### src/rtl/reset_request_gen.sv
// reset_request_gen
// Merges the controller command, the debounced reset button and the core
// watchdog into a single one-cycle start pulse for the boot reset stage. It
// records which sources fired, follows the reset_o handshake coming back from
// that stage, and waits out a holdoff period before it accepts new requests.
//
// state           | meaning
// ----------------+-----------------------------------------------------------
// ST_IDLE         | armed; any request moves to ST_FIRE and latches the cause
// ST_FIRE         | start_o high for this one cycle
// ST_WAIT_ASSERT  | waiting for core_reset_i; re-fires after 4 cycles without it
// ST_WAIT_RELEASE | downstream reset is active; wait for it to drop
// ST_HOLDOFF      | HOLDOFF_CYCLES idle cycles before re-arming
module reset_request_gen #(
  parameter int unsigned DEBOUNCE_CYCLES = 16,
  parameter int unsigned WDT_TIMEOUT     = 1000000,
  parameter int unsigned WDT_W           = 32,
  parameter int unsigned HOLDOFF_CYCLES  = 32
) (
  input  logic       clk,
  input  logic       reset,
  input  logic       button_i,
  input  logic       cmd_reset_i,
  input  logic       wdt_en_i,
  input  logic       wdt_kick_i,
  input  logic       core_reset_i,
  output logic       start_o,
  output logic [2:0] cause_o,
  output logic       busy_o
);

  localparam int unsigned DB_W = $clog2(DEBOUNCE_CYCLES + 1);
  localparam int unsigned HO_W = $clog2(HOLDOFF_CYCLES + 1);

  localparam logic [DB_W-1:0]  DB_LAST  = DB_W'(DEBOUNCE_CYCLES - 1);
  localparam logic [HO_W-1:0]  HO_LAST  = HO_W'(HOLDOFF_CYCLES - 1);
  localparam logic [WDT_W-1:0] WDT_LAST = WDT_W'(WDT_TIMEOUT - 1);

  // FIRE plus four WAIT_ASSERT cycles gives a re-pulse every five cycles.
  localparam logic [1:0] AW_LOAD = 2'd3;

  typedef enum logic [2:0] {
    ST_IDLE,
    ST_FIRE,
    ST_WAIT_ASSERT,
    ST_WAIT_RELEASE,
    ST_HOLDOFF
  } state_t;

  state_t state;
  state_t state_n;

  logic            btn_s1;
  logic            btn_s2;
  logic            btn_db;
  logic            btn_db_q;
  logic [DB_W-1:0] db_cnt;
  logic            btn_req;

  logic [WDT_W-1:0] wdt_cnt;
  logic             wdt_hit;
  logic             wdt_clr;

  logic            core_q;
  logic            core_rise;
  logic [1:0]      aw_cnt;
  logic [HO_W-1:0] ho_cnt;

  logic            any_req;
  logic            in_idle;

  assign in_idle   = (state == ST_IDLE);
  assign btn_req   = btn_db & ~btn_db_q;
  assign core_rise = core_reset_i & ~core_q;

  // Watchdog expiry only counts in IDLE; a kick in the expiry cycle wins.
  assign wdt_hit = wdt_en_i & ~wdt_kick_i & in_idle & (wdt_cnt == WDT_LAST);
  assign wdt_clr = ~wdt_en_i | wdt_kick_i | ~in_idle | wdt_hit;

  assign any_req = cmd_reset_i | btn_req | wdt_hit;

  // Two-flop synchronizer for the asynchronous button input.
  always_ff @(posedge clk) begin
    if (reset) begin
      btn_s1 <= 1'b0;
      btn_s2 <= 1'b0;
    end else begin
      btn_s1 <= button_i;
      btn_s2 <= btn_s1;
    end
  end

  // Debounce: accept a new level after DEBOUNCE_CYCLES consecutive differing samples.
  always_ff @(posedge clk) begin
    if (reset) begin
      btn_db   <= 1'b0;
      btn_db_q <= 1'b0;
      db_cnt   <= '0;
    end else begin
      btn_db_q <= btn_db;
      if (btn_s2 == btn_db) begin
        db_cnt <= '0;
      end else if (db_cnt == DB_LAST) begin
        btn_db <= btn_s2;
        db_cnt <= '0;
      end else begin
        db_cnt <= db_cnt + DB_W'(1);
      end
    end
  end

  // Watchdog counter: runs only while enabled, unkicked and armed.
  always_ff @(posedge clk) begin
    if (reset) begin
      wdt_cnt <= '0;
    end else if (wdt_clr) begin
      wdt_cnt <= '0;
    end else begin
      wdt_cnt <= wdt_cnt + WDT_W'(1);
    end
  end

  // Previous core_reset_i, used to spot downstream re-entering reset during holdoff.
  always_ff @(posedge clk) begin
    if (reset) begin
      core_q <= 1'b0;
    end else begin
      core_q <= core_reset_i;
    end
  end

  // Assert-wait timer: loaded while firing, counts down in WAIT_ASSERT.
  always_ff @(posedge clk) begin
    if (reset) begin
      aw_cnt <= '0;
    end else if (state == ST_FIRE) begin
      aw_cnt <= AW_LOAD;
    end else if ((state == ST_WAIT_ASSERT) && (aw_cnt != 2'd0)) begin
      aw_cnt <= aw_cnt - 2'd1;
    end
  end

  // Holdoff counter: zero outside HOLDOFF, so every entry starts from zero.
  always_ff @(posedge clk) begin
    if (reset) begin
      ho_cnt <= '0;
    end else if (state != ST_HOLDOFF) begin
      ho_cnt <= '0;
    end else if (ho_cnt != HO_LAST) begin
      ho_cnt <= ho_cnt + HO_W'(1);
    end
  end

  // Sticky cause: captured only when leaving IDLE, cleared only by reset.
  always_ff @(posedge clk) begin
    if (reset) begin
      cause_o <= 3'b000;
    end else if (in_idle && any_req) begin
      cause_o <= {wdt_hit, btn_req, cmd_reset_i};
    end
  end

  // State register.
  always_ff @(posedge clk) begin
    if (reset) begin
      state <= ST_IDLE;
    end else begin
      state <= state_n;
    end
  end

  // Next-state and decoded outputs.
  always_comb begin
    state_n = state;
    start_o = 1'b0;
    busy_o  = 1'b1;
    case (state)
      ST_IDLE: begin
        busy_o = 1'b0;
        if (any_req) begin
          state_n = ST_FIRE;
        end
      end
      ST_FIRE: begin
        start_o = 1'b1;
        state_n = ST_WAIT_ASSERT;
      end
      ST_WAIT_ASSERT: begin
        if (core_reset_i) begin
          state_n = ST_WAIT_RELEASE;
        end else if (aw_cnt == 2'd0) begin
          state_n = ST_FIRE;
        end
      end
      ST_WAIT_RELEASE: begin
        if (!core_reset_i) begin
          state_n = ST_HOLDOFF;
        end
      end
      ST_HOLDOFF: begin
        if (core_rise) begin
          state_n = ST_WAIT_RELEASE;
        end else if (ho_cnt == HO_LAST) begin
          state_n = ST_IDLE;
        end
      end
      default: begin
        state_n = ST_IDLE;
      end
    endcase
  end

endmodule

### config.mk
export PLATFORM = sky130hd
export DESIGN_NAME = reset_request_gen
export DESIGN_NICKNAME = d
export VERILOG_FILES = /design/src/rtl/reset_request_gen.sv
export SDC_FILE = /design/constraint.sdc
export NUM_CORES = 1
export LEC_CHECK = 0
export CAP_MARGIN = 0
export CORE_UTILIZATION = 40
export DETAILED_ROUTE_END_ITERATION = 16
export PLACE_DENSITY = 0.6
export SYNTH_ARGS = -nofsm -noshare
export SYNTH_HDL_FRONTEND = slang
export SYNTH_SLANG_ARGS = --single-unit
### constraint.sdc
create_clock -name clk -period 2.15 [get_ports clk]
set_input_delay 0.215 -clock clk [delete_from_list [all_inputs] [get_ports clk]]
set_output_delay 0.215 -clock clk [all_outputs]
set_load 0.005 [all_outputs]
* Word-level counts from Yosys, hierarchy flattened
Cells that the tools add are included.
** Storage, ports and cells
- Bits in registers :: 56
- Bits of input ports :: 7
- Output and inout bits :: 5
- Word-level logic and storage cells :: 67
** Cells by class
- $add $sub $neg :: 4
- Equal/unequal tests :: 14
- Mux-type cells :: 11
- Bitwise operators :: 16
- Reductions and logical operators :: 11
** Operator list (number)
- $add A32 B1 Y32 const B :: 1
- $eq A32 B20 Y1 const B :: 1
- $mux W3 :: 6
- $pmux W3 S5 :: 1
- $add A6 B1 Y6 const B :: 1
- $eq A3 B2 Y1 const B :: 2
- $eq A6 B5 Y1 const B :: 1
- $ne A3 B3 Y1 const B :: 2
- $ne A6 B5 Y1 const B :: 1
- $not A1 Y1 :: 6
- $add A5 B1 Y5 const B :: 1
- $and A1 B1 Y1 :: 5
- $eq A5 B4 Y1 const B :: 1
- $or A1 B1 Y1 :: 5
- $mux W2 :: 2
- $ne A2 B2 Y1 const B :: 2
- $reduce_and A4 Y1 :: 1
- $reduce_bool A2 Y1 :: 2
- $reduce_or A2 Y1 :: 2
- $eq A3 B1 Y1 const B :: 1
- $eq A3 B3 Y1 const B :: 1
- $logic_not A3 Y1 :: 1
- $ne A3 B2 Y1 const B :: 1
- $reduce_or A3 Y1 :: 1
- other kinds (6) :: 8

* Longest topological paths before layout
Gate-level depths: netlist (run 1).
- Depth in word-level cells :: 7
- Mapped depth :: 7
- Depth with buffers taken out :: 6

* Worst setup path before layout (run 1)
OpenSTA, ideal clock, no wires.
- Path kind :: register to register
- Start :: reg wdt_cnt[12]
- End :: reg wdt_cnt[30]
- Arrival :: 1.850 ns
- Data required time :: 2.080 ns
- Slack :: 0.231 ns
- Cell stages (with the launch flop) :: 7
- Buffers on the path :: 2
- Period minus slack after synthesis :: 1.919 ns
- Cells stage by stage :: dfxtp_1 -> nand4_2 -> or4_1 -> buf_2 -> buf_6 -> or4_1 -> a21oi_1
** On the way
- Cells in the longest elaborated chain, start to end :: 4
- Elaborated cells on any way between the ends :: 5
- Classes of those cells :: add/sub (1); eq/ne (1); bitwise (2); reduce/logical (1)
** Ends and longest elaborated chain
- from (decl) :: RTL line 60 : logic [WDT_W-1:0] wdt_cnt;
- from (signal assigned) :: RTL line 119 : wdt_cnt <= wdt_cnt + WDT_W'(1);
- branches (longest 4 deep; another with $add A32 B1 Y32)
Parallel ways; which one is timed is not known.
A chain may end at the register's enable or synchronous reset.

* Worst setup path after layout (run 1)
- Start :: reg wdt_cnt[13]
- End :: reg wdt_cnt[29]
The elaborated chain is that of the path after synthesis.

==> results by group, run 1 <==
Synthesis
  • Number of flops mapped to enable cells by yosys: 0
  • Post-Syn Area: between 0.002 and 0.003 mm2
  • Synth Instances: about 300
  • Count of state elements after synthesis: 56
  • Most numerous cell in the Yosys netlist: dfxtp_1
  • Dominant cells by area after synthesis: dfxtp_1 43%, a21oi_1 5.2%, nor2_1 4.0%
  • Syn Nets: roughly 310
  • Cell taking the most area after synthesis: dfxtp_1
  • Syn Area/Cell: 8.642 um2
  • Top-area cell type share of the netlist area: 0.4295
  • Distinct cells, synth: 45
  • Warnings from Yosys: 0
  • Ys flop type: dfxtp_1
  • Post-synth ARST share: 0
  • Post-synth top cells: 56 x dfxtp_1, 28 x nor2_1, 27 x a21oi_1
  • Post-synthesis sequential area ratio: 0.4295

CTS
  • Clk Latency, worst-skew pair: between 0.3 and 0.4 ns
  • CTS tree: built
  • CTS Sinks: 56
  • CTS max path bufs: 2
  • Post-CTS setup buffers: 0
  • TritonCTS Buffers: 5
  • Clock Pin Slew Worst Setup and Hold Paths: around 0.10 ns
  • Root buffer cell: clkbuf_8
  • Hold-fix buffers, CTS: 0
  • CTS resizes: 0
  • CTS H-tree depth: 2

Place
  • Placed instance area: 0.002854 mm2
  • Dpl ws: ~0.2 ns
  • Post-DP HPWL: ~3600 um
  • Routability cong.: 0.6976
  • # port buffers: 11

Floorplan
  • I/O pins: 12
  • Die Width: around 83 um
  • Num rows: 29
  • Starting Density: 0.4134
  • Core Area: 0.006314 mm2
  • Die span in y: roughly 83 um
  • Die Area: a little under 0.007 mm2

Run
  • Max-Cap Viols: 0

Setup path
  • Crit Path Class: reg2reg
  • CP Cell Sequence: nand4_2, or4_1, buf_4, or4_1, a21oi_1
  • Critical Path Fanout Max: 16
  • CP Data Arrival Time: approximately 2.2 ns
  • Delay-heaviest family, CP: simple AND/OR/NAND/NOR gates
  • CP endpoint kind: flip-flop
  • Slowest cell on crit path: or4_1
  • Crit path largest cell delay: about 0.50 ns
  • Crit path top cell by count: or4_1
  • CP bufs+invs: 1
  • CP Launch Type: flip-flop
  • Critical Path RT: roughly 2.4 ns

Pwr
  • Pwr/cell area: between 600 and 700 mW/mm2
  • Max rail drop VDD: 0.0003314 V
  • Pleak: between 0.9 and 1 nW

Timing
  • Final hold violation count: 0
  • FMAX: a little over 500 MHz
  • Clk_skew: between 0.01 and 0.015 ns
  • Final worst-path cycle share: 0.9216
  • Endpoints failing setup: 0
  • Final Worst Setup Slack: between 0.15 and 0.2 ns
  • Setup TNS: 0 ns
  • Post-layout min period: about 2 ns
  • Least-Margin Pin Slew: 0.3409 ns
  • Max-slew violations: 0
  • Relative slew slack: 0.7706
  • RSZ-0062 raised after global routing: no

Final layout
  • Fill cells: between 600 and 700
  • # diodes: 0
  • Final Cell Area: around 0.0029 mm2
  • Synth-to-layout area growth: 12.94%
  • Fin nets: roughly 330
  • Final core occ: 0.4669
  • Layout cells sized above 1: 0.08438

Routing
  • Drt pass-1 iters: 4
  • Starting DRC count in detailed routing: just over 100
  • DRC Markers: 0
  • Wire length per cell: around 13 um
  • Number of vias per cell: 5.471
  • Detail Route Antenna Nets: 0
  • Via count: ~2200
  • Final wirelength: roughly 5000 um

GRT
  • Maximum number of pins on one net before global-route repair: 33
  • Gr usage total: 0.1650
  • Vias in the first global route: roughly 2000
  • Global-route wire length before repair: ~8600 um
  • GRT overflow: 0
  • Initial antenna violation count: 0

Outcome
  • Status: complete, no violations

Worst hold path
  • Min-Delay Path Class: reg2reg
state kept, by name, indices dropped and copies added (netlist names):
signal,cells
btn_db,1
btn_s2,1
db_cnt,5
state,3
btn_s1,1
ho_cnt,6
wdt_cnt,32
btn_db_q,1
aw_cnt,2
core_q,1
cause_o,3
worst reg2reg max path, stage by stage, from the launching register on:
cell and delay (ns):
dfxtp_1 0.44, nand4_2 0.15, or4_1 0.49, buf_4 0.19
or4_1 0.50, a21oi_1 0.15
cells by family after synthesis:
family                     after synthesis  synth area share
xor gates and xnor gates                15           0.05034
AOI/OAI and AO/OA                       66            0.1500
muxes                                    3           0.01151
adders and majority gates                5           0.02397
DFF                                     56            0.4295
and+or+nand+nor                        130            0.2876
buffers and inverters                   27           0.04698
power breakdown:
group | switching, W | total (W) | internal, W | leakage (nW)
Combinational | 0.0000906 | 0.000192 | 0.000101 | 0.462
Clock | 0.000333 | 0.000596 | 0.000263 | 0.0445
Sequential | 0.0000245 | 0.00109 | 0.00106 | 0.453
Total | 0.000448 | 0.00187 | 0.00142 | 0.959
final cells by class:
cell class | count | area (um2) | share of cell area
Multi-Input combinational cell | 219 | 1370 | 0.4648
Sequential cell | 56 | 1121 | 0.3803
Timing Repair Buffer | 23 | 212.7 | 0.07216
Tap cell | 77 | 96.34 | 0.03268
Clock buffer | 7 | 86.33 | 0.02929
Inverter | 14 | 53.80 | 0.01825
Clock inverter | 1 | 7.507 | 0.002547
worst paths after layout:
path / from / to / slack, ns / cells after the start
worst max-delay path: wdt_cnt[13] / wdt_cnt[29] / 0.17 / 5
worst min register to register: wdt_cnt[0] / wdt_cnt[0] / 0.45 / 1
worst max register to register: wdt_cnt[13] / wdt_cnt[29] / 0.17 / 5
worst min-delay path: wdt_cnt[0] / wdt_cnt[0] / 0.45 / 1
cells in the final DEF, fill, tap and decap left out, types with 2 or more instances in the layout:
cell type / instances
nand2_1: 11
xnor2_1: 8
clkdlybuf4s50_1: 11
ha_1: 5
nand4_1: 10
nand2b_1: 4
a21oi_1: 27
xor2_1: 7
o22ai_1: 2
nor2b_1: 8
a22oi_1: 2
nand3_1: 15
nor4b_1: 4
and4_1: 5
and3_1: 6
o21ai_0: 16
inv_1: 13
nor4_1: 3
or4_1: 13
o31ai_1: 11
nor3_1: 5
dfxtp_1: 56
or3_2: 2
mux2i_1: 3
clkbuf_8: 6
nor2_1: 28
buf_4: 11
or3_1: 9
per-layer routing:
layer | global-route usage | up-vias | share of wire
met5 | 0 | - | 0
met4 | 0.05172 | 0 | 0.010
met3 | 0.03607 | 4 | 0.020
met2 | 0.2730 | 15 | 0.46
met1 | 0.2131 | 1013 | 0.51
li1 | - | 1140 | -
through the flow:
stage	instances	hold slack [ns]	total power [W]
global placement	389	0.4224	0.001299
floorplan	302	0.2866	0.001223
CTS	397	0.4495	0.001899
global route	397	0.4626	0.001974
detailed placement	389	0.4218	0.001301
finish	397	0.4482	0.001872
(Power assumes the default switching activity.)
==> run 2, diff against run 1 <==
Settings changed: CAP_MARGIN 0 to unset, MAX_ROUTING_LAYER set to met4.
Clock period 2.15 ns to 2.44 ns, I/O delays scaled along.
==> results by group, run 2 (synthesized netlist as in run 1, its figures left out) <==
Routing
  • Starting DRC count in detailed routing: 164 (+61%)
  • DRC Markers: 0 (unchanged)
  • Number of vias per cell: 5.504 (+0.60%)
  • Drt pass-1 iters: 4 (unchanged)
  • Wire length per cell: 12.71 um (+1.2%)
  • Detail Route Antenna Nets: 0 (unchanged)
  • Final wirelength: 4946 um (-0.84%)
  • Via count: 2141 (-1.4%)

Timing
  • Setup TNS: 0 ns (unchanged)
  • Clk_skew: 0.009924 ns (-0.001516 ns)
  • RSZ-0062 raised after global routing: no
  • Max-slew violations: 0 (unchanged)
  • Post-layout min period: 2.167 ns (+0.1852 ns)
  • Final worst-path cycle share: 0.8880 (-0.03365)
  • FMAX: 461.6 MHz (-8.5%)
  • Worst hold slack: 0.4415 ns (-0.006719 ns)
  • Final hold violation count: 0 (unchanged)
  • Relative slew slack: 0.7044 (-0.06622)
  • Least-Margin Pin Slew: 0.4434 ns (+0.1025 ns)
  • Endpoints failing setup: 0 (unchanged)

Pwr
  • NetSw: 0.0004001 W (-11%)
  • Sw frac: 0.2420 (+0.002675)
  • Max rail drop VDD: 0.0002845 V (-14%)
  • Seq pwr share: 0.578 (about the same)
  • Power share of the combinational group: 0.099 (-0.003)
  • Pleak: 0.9203 nW (-4.1%)
  • Clk pwr share: 0.323 (+0.005)
  • Pwr/cell area: 574.7 mW/mm2 (-9.5%)
  • P_int: 0.001254 W (-12%)

GRT
  • Gr usage total: 0.1622 (-0.002823)
  • Global-route wire length before repair: 8190 um (-5.2%)
  • Vias in the first global route: 1839 (-6.2%)
  • Maximum number of pins on one net before global-route repair: 33 (unchanged)
  • GRT overflow: 0 (unchanged)
  • Initial antenna violation count: 0 (unchanged)

Floorplan
  • Core Area: 0.006314 mm2 (unchanged)
  • Die Width: 82.78 um (unchanged)
  • Starting Density: 0.4134 (unchanged)
  • Die Area: 0.006852 mm2 (unchanged)
  • I/O pins: 12 (unchanged)
  • Num rows: 29 (unchanged)
  • Die span in y: 82.78 um (unchanged)

Final layout
  • Area of the multi-input gates: 0.001370 mm2 (unchanged)
  • Largest Register: wdt_cnt
  • Fin nets: 323 (-2.4%)
  • Synth-to-layout area growth: 10.26%
  • Layout cells sized above 1: 0.06410 (-0.02027)
  • Largest registers: wdt_cnt x32, ho_cnt x6, db_cnt x5
  • Most common cell after layout, fill and taps aside: dfxtp_1
  • Commonest cells after routing, fill and taps aside: 56 x dfxtp_1, 28 x nor2_1, 27 x a21oi_1
  • Max reg flops: 32 (unchanged)
  • Final core occ: 0.4558 (-0.01110)
  • # diodes: 0 (unchanged)
  • Fill cells: 640 (+1.6%)
  • FF/Latch Area: 0.001121 mm2 (unchanged)

CTS
  • CTS Sinks: 56 (unchanged)
  • Post-CTS setup buffers: 0 (unchanged)
  • CTS H-tree depth: 2 (unchanged)
  • Hold-fix buffers, CTS: 0 (unchanged)
  • CTS max path bufs: 2 (unchanged)
  • CTS tree: built
  • Clk Latency, worst-skew pair: 0.31 ns (about the same)
  • Clock Pin Slew Worst Setup and Hold Paths: 0.10 ns (about the same)
  • CTS resizes: 0 (unchanged)
  • TritonCTS Buffers: 5 (unchanged)
  • Root buffer cell: clkbuf_8

Setup path
  • CP Data Arrival Time: 2.40 ns (+0.18 ns)
  • CP endpoint kind: flip-flop
  • CP Launch Type: flip-flop
  • Critical Path Fanout Max: 16 (unchanged)
  • Reg2Reg Depth: 4 (-1)
  • Critical Path RT: 2.68 ns (+0.29 ns)
  • Crit Path Class: reg2reg

Worst hold path
  • Min-Delay Path Class: reg2reg
  • Hold path depth: 1 (unchanged)

Place
  • Post-DP HPWL: 3505 um (-1.5%)
  • # port buffers: 11 (unchanged)
  • Routability cong.: 0.7428 (+6.5%)

Outcome
  • Status: complete, no violations

Run
  • Max-Cap Viols: 0 (unchanged)
run 2: cell types whose count changed in the layout (fill, tap and decap cells not counted):
cell	before	now
buf_4	11	4
buf_12	1	0
clkbuf_1	1	0
clkinv_2	0	1
clkinvlp_4	1	0
inv_6	0	1
run 2: area by class of cell:
class | instances | area share
Clock buffer | 6 | 0.02870
Clock inverter | 2 | 0.004783
Inverter | 14 | 0.01870
Multi-Input combinational cell | 219 | 0.4761
Sequential cell | 56 | 0.3896
Tap cell | 77 | 0.03348
Timing Repair Buffer | 15 | 0.04870
run 2: critical path, cell delays in order (launching register included):
cell	delay [ns]
dfxtp_1	0.49
clkinvlp_2	0.14
or4_1	0.75
or4_1	0.57
a21oi_1	0.15
run 2: routing by layer:
metal | GRT usage | part of all wire
met1 | 0.1933 | 0.51
met2 | 0.2648 | 0.46
met4 | 0.04828 | 0.0097
met5 | - | 0
met3 | 0.04699 | 0.017
run 2: stage by stage:
stage	setup slack (ns)	power, W	area, um2	std cells
4_1_cts	0.2819	0.001680	2878	389
3_3_place_gp	0.3674	0.001141	2781	381
6_report	0.2734	0.001654	2878	389
2_1_floorplan	0.5205	0.001078	2610	302
5_1_grt	0.1229	0.001738	2878	389
3_5_place_dp	0.3056	0.001143	2781	381
run 2: final timing paths:
path                       to         from  slack (ns)
setup / recovery  wdt_cnt[29]  wdt_cnt[15]        0.27
hold / removal     wdt_cnt[0]   wdt_cnt[0]        0.44
setup reg to reg  wdt_cnt[29]  wdt_cnt[15]        0.27
hold reg to reg    wdt_cnt[0]   wdt_cnt[0]        0.44
run 2: power groups by stage:
stage / logic [W] / clock network, W / registers (W)
after floorplan: 0.000110 / 0 / 0.000967
after global placement: 0.000164 / 0 / 0.000978
after detailed placement: 0.000166 / 0 / 0.000977
after CTS: 0.000166 / 0.000557 / 0.000956
after global routing: 0.000185 / 0.000592 / 0.000961
final: 0.000164 / 0.000534 / 0.000956
